### src/rtl/hook_controller.sv
// Miner hook FSM: swings between angle limits, extends on fire, retracts with or without a load.
// Optional HOOK_DYNAMITE_EN adds a drop input that discards the load during retraction.
module hook_controller #(
   parameter int OFFSET_X     = 320,
   parameter int OFFSET_Y     = 96,
   parameter int LEN_W        = 10,
   parameter int MIN_LENGTH   = 16,
   parameter int MAX_LENGTH   = 400,
   parameter int ANGLE_MIN    = 132,
   parameter int ANGLE_MAX    = 250,
   parameter int ANGLE_START  = 192,
   parameter int SWING_DIV    = 4,
   parameter int EXTEND_STEP  = 4,
   parameter int RETRACT_STEP = 8,
   parameter int WEIGHT_W     = 3
) (
   input  logic                clk,
   input  logic                reset,
   input  logic                enable,
   input  logic                start_of_frame,
   input  logic                fire,
   input  logic                hit,
   input  logic [WEIGHT_W-1:0] hit_weight,
   input  logic [7:0]          sin_mag,
   input  logic [7:0]          cos_mag,
   input  logic                sin_neg,
   input  logic                cos_neg,
`ifdef HOOK_DYNAMITE_EN
   input  logic                drop,
`endif
   output logic [7:0]          angle,
   output logic [LEN_W-1:0]    length,
   output logic [10:0]         tip_x,
   output logic [10:0]         tip_y,
   output logic [1:0]          state,
   output logic                grabbed,
   output logic                catch_valid,
   output logic [WEIGHT_W-1:0] catch_weight
);

   localparam int DIV_W = (SWING_DIV > 1) ? $clog2(SWING_DIV) : 1;

   localparam logic [1:0] ST_SWING   = 2'd0;
   localparam logic [1:0] ST_EXTEND  = 2'd1;
   localparam logic [1:0] ST_RETRACT = 2'd2;

   logic                tick;
   logic                dir_up;
   logic                fire_pending;
   logic [DIV_W-1:0]    divider;
   logic [WEIGHT_W-1:0] weight_q;
   logic                drop_now;
   logic                keep_load;

   logic [LEN_W:0]      ext_sum;
   logic                ext_at_max;
   logic [LEN_W-1:0]    ext_len;
   logic [LEN_W-1:0]    ret_shift;
   logic [LEN_W-1:0]    ret_step;
   logic [LEN_W:0]      ret_floor;
   logic                ret_done;

   logic [LEN_W+7:0]    prod_x;
   logic [LEN_W+7:0]    prod_y;
   logic [10:0]         dx;
   logic [10:0]         dy;

   assign tick = enable & start_of_frame;

`ifdef HOOK_DYNAMITE_EN
   assign drop_now = drop;
`else
   assign drop_now = 1'b0;
`endif

   // A dropped load retracts at full speed from the drop tick onward and is never delivered.
   assign keep_load = grabbed & ~drop_now;

   // NOTE: every always_comb output gets a value on every path, otherwise a latch is inferred.
   always_comb begin
      ext_sum    = {1'b0, length} + (LEN_W+1)'(EXTEND_STEP);
      ext_at_max = (ext_sum >= (LEN_W+1)'(MAX_LENGTH));
      ext_len    = ext_at_max ? LEN_W'(MAX_LENGTH) : ext_sum[LEN_W-1:0];

      ret_shift = LEN_W'(RETRACT_STEP) >> weight_q;
      if (!keep_load)
         ret_step = LEN_W'(RETRACT_STEP);
      else if (ret_shift == '0)
         ret_step = LEN_W'(1);
      else
         ret_step = ret_shift;

      // Compare length <= MIN+step instead of length-step <= MIN so nothing underflows.
      ret_floor = (LEN_W+1)'(MIN_LENGTH) + {1'b0, ret_step};
      ret_done  = ({1'b0, length} <= ret_floor);
   end

   assign prod_x = (LEN_W+8)'(length) * (LEN_W+8)'(cos_mag);
   assign prod_y = (LEN_W+8)'(length) * (LEN_W+8)'(sin_mag);
   assign dx     = 11'(prod_x >> 8);
   assign dy     = 11'(prod_y >> 8);

   // Screen y grows downward, so a positive sine moves the tip up.
   assign tip_x = 11'(OFFSET_X) + (cos_neg ? -dx : dx);
   assign tip_y = 11'(OFFSET_Y) + (sin_neg ? dy : -dy);

   // NOTE: sequential state uses non-blocking assignments so every register samples pre-edge values.
   always_ff @(posedge clk) begin
      if (reset) begin
         angle        <= 8'(ANGLE_START);
         dir_up       <= 1'b1;
         length       <= LEN_W'(MIN_LENGTH);
         state        <= ST_SWING;
         grabbed      <= 1'b0;
         weight_q     <= '0;
         catch_valid  <= 1'b0;
         catch_weight <= '0;
         divider      <= '0;
         fire_pending <= 1'b0;
      end else begin
         catch_valid <= 1'b0;

         if (enable && state == ST_SWING && fire)
            fire_pending <= 1'b1;

         if (tick) begin
            case (state)
               ST_SWING: begin
                  if (fire_pending) begin
                     state        <= ST_EXTEND;
                     divider      <= '0;
                     fire_pending <= 1'b0;
                  end else if (divider == DIV_W'(SWING_DIV - 1)) begin
                     divider <= '0;
                     if (dir_up && angle >= 8'(ANGLE_MAX)) begin
                        dir_up <= 1'b0;
                        angle  <= angle - 8'd1;
                     end else if (!dir_up && angle <= 8'(ANGLE_MIN)) begin
                        dir_up <= 1'b1;
                        angle  <= angle + 8'd1;
                     end else begin
                        angle  <= dir_up ? angle + 8'd1 : angle - 8'd1;
                     end
                  end else begin
                     divider <= divider + DIV_W'(1);
                  end
               end

               ST_EXTEND: begin
                  if (hit) begin
                     grabbed  <= 1'b1;
                     weight_q <= hit_weight;
                     state    <= ST_RETRACT;
                  end else begin
                     length <= ext_len;
                     if (ext_at_max)
                        state <= ST_RETRACT;
                  end
               end

               ST_RETRACT: begin
                  if (drop_now) begin
                     grabbed  <= 1'b0;
                     weight_q <= '0;
                  end
                  if (ret_done) begin
                     length   <= LEN_W'(MIN_LENGTH);
                     state    <= ST_SWING;
                     grabbed  <= 1'b0;
                     weight_q <= '0;
                     if (keep_load) begin
                        catch_valid  <= 1'b1;
                        catch_weight <= weight_q;
                     end
                  end else begin
                     length <= length - ret_step;
                  end
               end

               default: state <= ST_SWING;
            endcase
         end
      end
   end

endmodule

### config.mk
export PLATFORM = sky130hd
export DESIGN_NAME = hook_controller
export DESIGN_NICKNAME = d
export VERILOG_FILES = /design/src/rtl/hook_controller.sv
export SDC_FILE = /design/constraint.sdc
export NUM_CORES = 1
export LEC_CHECK = 0
export ABC_AREA = 0
export CAP_MARGIN = 20
export CORE_UTILIZATION = 65
export DETAILED_ROUTE_END_ITERATION = 10
export GPL_TIMING_DRIVEN = 0
export PLACE_DENSITY = 0.92
export SETUP_SLACK_MARGIN = 0.15
export SLEW_MARGIN = 20
export SYNTH_ARGS = -nofsm -noshare
export SYNTH_HDL_FRONTEND = slang
export SYNTH_SLANG_ARGS = --single-unit
### constraint.sdc
create_clock -name clk -period 12.99 [get_ports clk]
set_clock_uncertainty 0.2 [all_clocks]
set_input_delay 2.598 -clock clk [delete_from_list [all_inputs] [get_ports clk]]
set_output_delay 2.598 -clock clk [all_outputs]
set_load 0.01 [all_outputs]
==> reports/summary.txt, run 1 <==
endpoints failing setup -> 0
post-route ant nets -> 0
chip height -> 112 um
startpoint types -> input port
Placer Congestion -> 0.986
worst reg2reg path depth -> 13
Die X-Extent -> 112 um
worst path required time -> 10190 ps
overall routing resource usage -> 29.5%
storage element area -> 641 um^2
drt drc -> 2
starting density of the core -> 67.8%
post-synth top area cell -> fa_1
vias in the first global route -> 6872
worst hold stages -> 2
max_cap viols -> 0
vias per cell -> 5.98
synth top area cells -> fa_1, ha_1, and2_1
post-DP HPWL -> 14000 um
Net Sw Frac -> 31.4%
clk sink count -> 32
crit-path leading delay family -> adder cells
Hold Fails Final Rpt -> 0
post-route insts no fill -> 1167
IO Pins -> 74
Main synth FF type -> dfxtp_1
Critical Path, Cell by Cell -> clkdlybuf4s50_1 -> and2_1 -> fa_1 -> inv_1 -> fa_1 -> fa_1 -> fa_1 -> inv_1 -> ha_1 -> a21o_1 -> a21oi_1 -> o211ai_1 -> a221oi_2 -> nor2_1 -> and3_1 -> buf_2 -> nor2_1 -> xnor2_1 -> ha_1 -> a41oi_1 -> a2bb2oi_1 -> o21ai_1 -> xnor2_1 -> clkdlybuf4s50_1
RSZ-0062 raised after global routing -> no
CP arrival -> 9280 ps
average cell area after synthesis -> 8.23 um^2
post-synthesis adder-cell area fraction -> 38.1%
status -> finished, violations left
Int Power -> 244 uW
Sequential Power Share -> 28.7%
Synth top area share -> 24.3%
Hold Buf Count CTS -> 0
Worst Setup Slack, final -> 914 ps
Reg clk slew, reported paths -> 50 ps
die area -> 0.0125 mm^2
CP max stage delay -> 610 ps
largest family of logic cells by synthesized area -> adder cells
P per Cell Area -> 40.3 mW/mm^2
Final nets -> 1232
multi-input logic area -> 0.00654 mm^2
most frequent cells in the layout -> inv_1, and2_1, fa_1, ha_1, nand2_1
clk buf depth -> 2
FF-to-FF End -> length[6]$_SDFFE_PP0P_
largest net degree at the start of global routing -> 15
Clock Latency Late Sink -> 280 ps
launch point of the worst hold path -> catch_weight[0]$_SDFFE_PP0P_
Yosys cell types -> 86
Max Clk Rate -> 82.8 MHz
Min Clock Period, post-route -> 12080 ps
Placement Setup Slack -> 954 ps
GRT Residual Overflow -> 0
Synth Instances -> 952
multiplexer share of the synthesized area -> 0.894%
Yosys Warn Count -> 0
fin area -> 0.00883 mm^2
Most common cell on crit path -> fa_1
CP max FO -> 10
CP Capture Type -> output port
total CTS buffers -> 5
layout cells sized above 1 -> 4.00%
DR vias -> 6982
initial antenna violation count -> 0
Post-Route WL -> 17700 um
relative max-transition margin -> 57.0%
Port Buffers -> 64
violated checks -> design-rule violations
post-synthesis async set-or-reset flop share -> 0%
postcts setup bufs -> 0
post-route clock period utilization -> 93.0%
post-cts sizing count -> 0
post-route setup TNS -> 0 ps
complex-gate fraction of the synthesized area -> 14.4%
combinational power share -> 33.4%
Worst-Margin Slew -> 640 ps
Fillers -> 805
drt initial violations -> 538
r2r startpoint -> length[0]$_SDFFE_PP0P_
class of the worst hold path -> reg -> reg
NetSw -> 112 uW
Worst Hold End -> catch_weight[0]$_SDFFE_PP0P_
critical path class -> in -> out
row count -> 39
Yosys reg bits -> 32
Synth Area in XOR/XNOR -> 5.30%
CTS tree -> built
clock share of power -> 37.8%
global-route wire length before repair -> 30600 um
diodes inserted -> 0
Pre-antenna DRT Iters -> 8
syn_nets -> 1161
LEAKAGE -> 4.13 nW
Critical-path top delay cell -> clkdlybuf4s50_1
clock root buffer -> clkbuf_16
Area Growth Syn to Fin -> 12.6%
Post-Syn Area -> 0.00784 mm^2
Final Max Tran Viols -> 0
H-tree levels -> 2
Routed WL per cell -> 15.2 um
r2r setup slk -> 9440 ps
Synth Area in Simple Gates -> 24.6%
Post-synth EDFFs -> 0
Post-Place Cells -> 1159
core area -> 0.0116 mm^2
Buf+Inv Stages, Crit Path -> 5
sequential share of the synthesized area -> 8.17%
Post-DP Area -> 0.00866 mm^2
peak supply drop -> 0.0868 mV
hold slack -> 295 ps
commonest non-fill, non-tap cell in the layout -> inv_1
routing by layer:
| metal | up-vias | GRT usage [%] | wire (um) |
|---|---|---|---|
| met5 | - | 0 | 0 |
| met4 | 0 | 7.84 | 282 |
| met3 | 33 | 4.46 | 1310 |
| met2 | 272 | 51.3 | 8600 |
| met1 | 3382 | 38.4 | 7530 |
| li1 | 3295 | - | - |
cell type report:
cell class / instances / area share (%)
clock buffer: 5 / 1.42
buffer: 47 / 2.06
clock inverter: 3 / 0.482
timing repair buffer: 64 / 7.26
multi-input combinational: 746 / 74.0
tap: 143 / 2.03
sequential: 32 / 7.26
inverter: 127 / 5.46
through the flow:
stage	power, mW	utilization, %
after global placement	0.219	74.9
after detailed placement	0.222	74.9
after global routing	0.374	76.3
after floorplan	0.180	-
after CTS	0.356	76.3
final	0.356	76.3
worst max-delay path by stage:
stage | to | start | cells past startpoint | slack [ps]
final | tip_y[9] | sin_mag[4] | 24 | 910
after global routing | tip_x[8] | cos_mag[4] | 23 | 490
after CTS | tip_y[9] | sin_mag[4] | 24 | 930
after detailed placement | tip_y[9] | sin_mag[4] | 24 | 950
after global placement | tip_y[9] | sin_mag[4] | 24 | 1060
after floorplan | tip_y[9] | sin_mag[7] | 21 | 2280
Yosys cell counts, types with 9 or more instances:
cell / instances
a21o_1: 9
a21oi_1: 45
and2_1: 121
clkbuf_1: 41
dfxtp_1: 32
fa_1: 95
ha_1: 87
inv_1: 125
nand2_1: 67
nand2b_1: 9
nand3_1: 17
nand4_1: 10
nor2_1: 65
nor3_1: 14
o21ai_0: 24
or3_1: 9
xnor2_1: 31
xor2_1: 9
kinds of logic (layout without fill, tap and decap cells):
logic type,count (synthesis),count (layout)
and+or+nand+nor,356,356
adders and majority gates,182,182
buffers and inverters,174,246
AOI/OAI and AO/OA,157,157
xor gates and xnor gates,44,44
DFF,32,32
muxes,7,7
worst min-delay path, stage by stage, from the launching register on:
cell,delay [ps]
dfxtp_1,320
mux2i_1,60
nor2_1,70
state kept, by name, summed over array words and instances, names as in the netlist:
signal        count
grabbed           1
fire_pending      1
divider           2
state             2
catch_valid       1
dir_up            1
catch_weight      3
length           10
angle             8
weight_q          3
power by group through the flow:
stage | logic, mW | clock network [mW] | registers (mW)
floorplan | 0.0764 | 0 | 0.104
global placement | 0.115 | 0 | 0.104
detailed placement | 0.118 | 0 | 0.104
CTS | 0.119 | 0.135 | 0.102
global route | 0.133 | 0.138 | 0.102
finish | 0.119 | 0.135 | 0.102
(Power assumes the default switching activity.)
==> inputs of run 2 (changes only) <==
--- a/config.mk
+++ b/config.mk
@@ -7,6 +7,7 @@
 export LEC_CHECK = 0
 export ABC_AREA = 0
 export CAP_MARGIN = 20
+export CORE_MARGIN = 1
 export CORE_UTILIZATION = 65
 export DETAILED_ROUTE_END_ITERATION = 10
 export GPL_TIMING_DRIVEN = 0
==> results of run 2 <==
Final layout, timing and power as in run 1 (identical DEF).
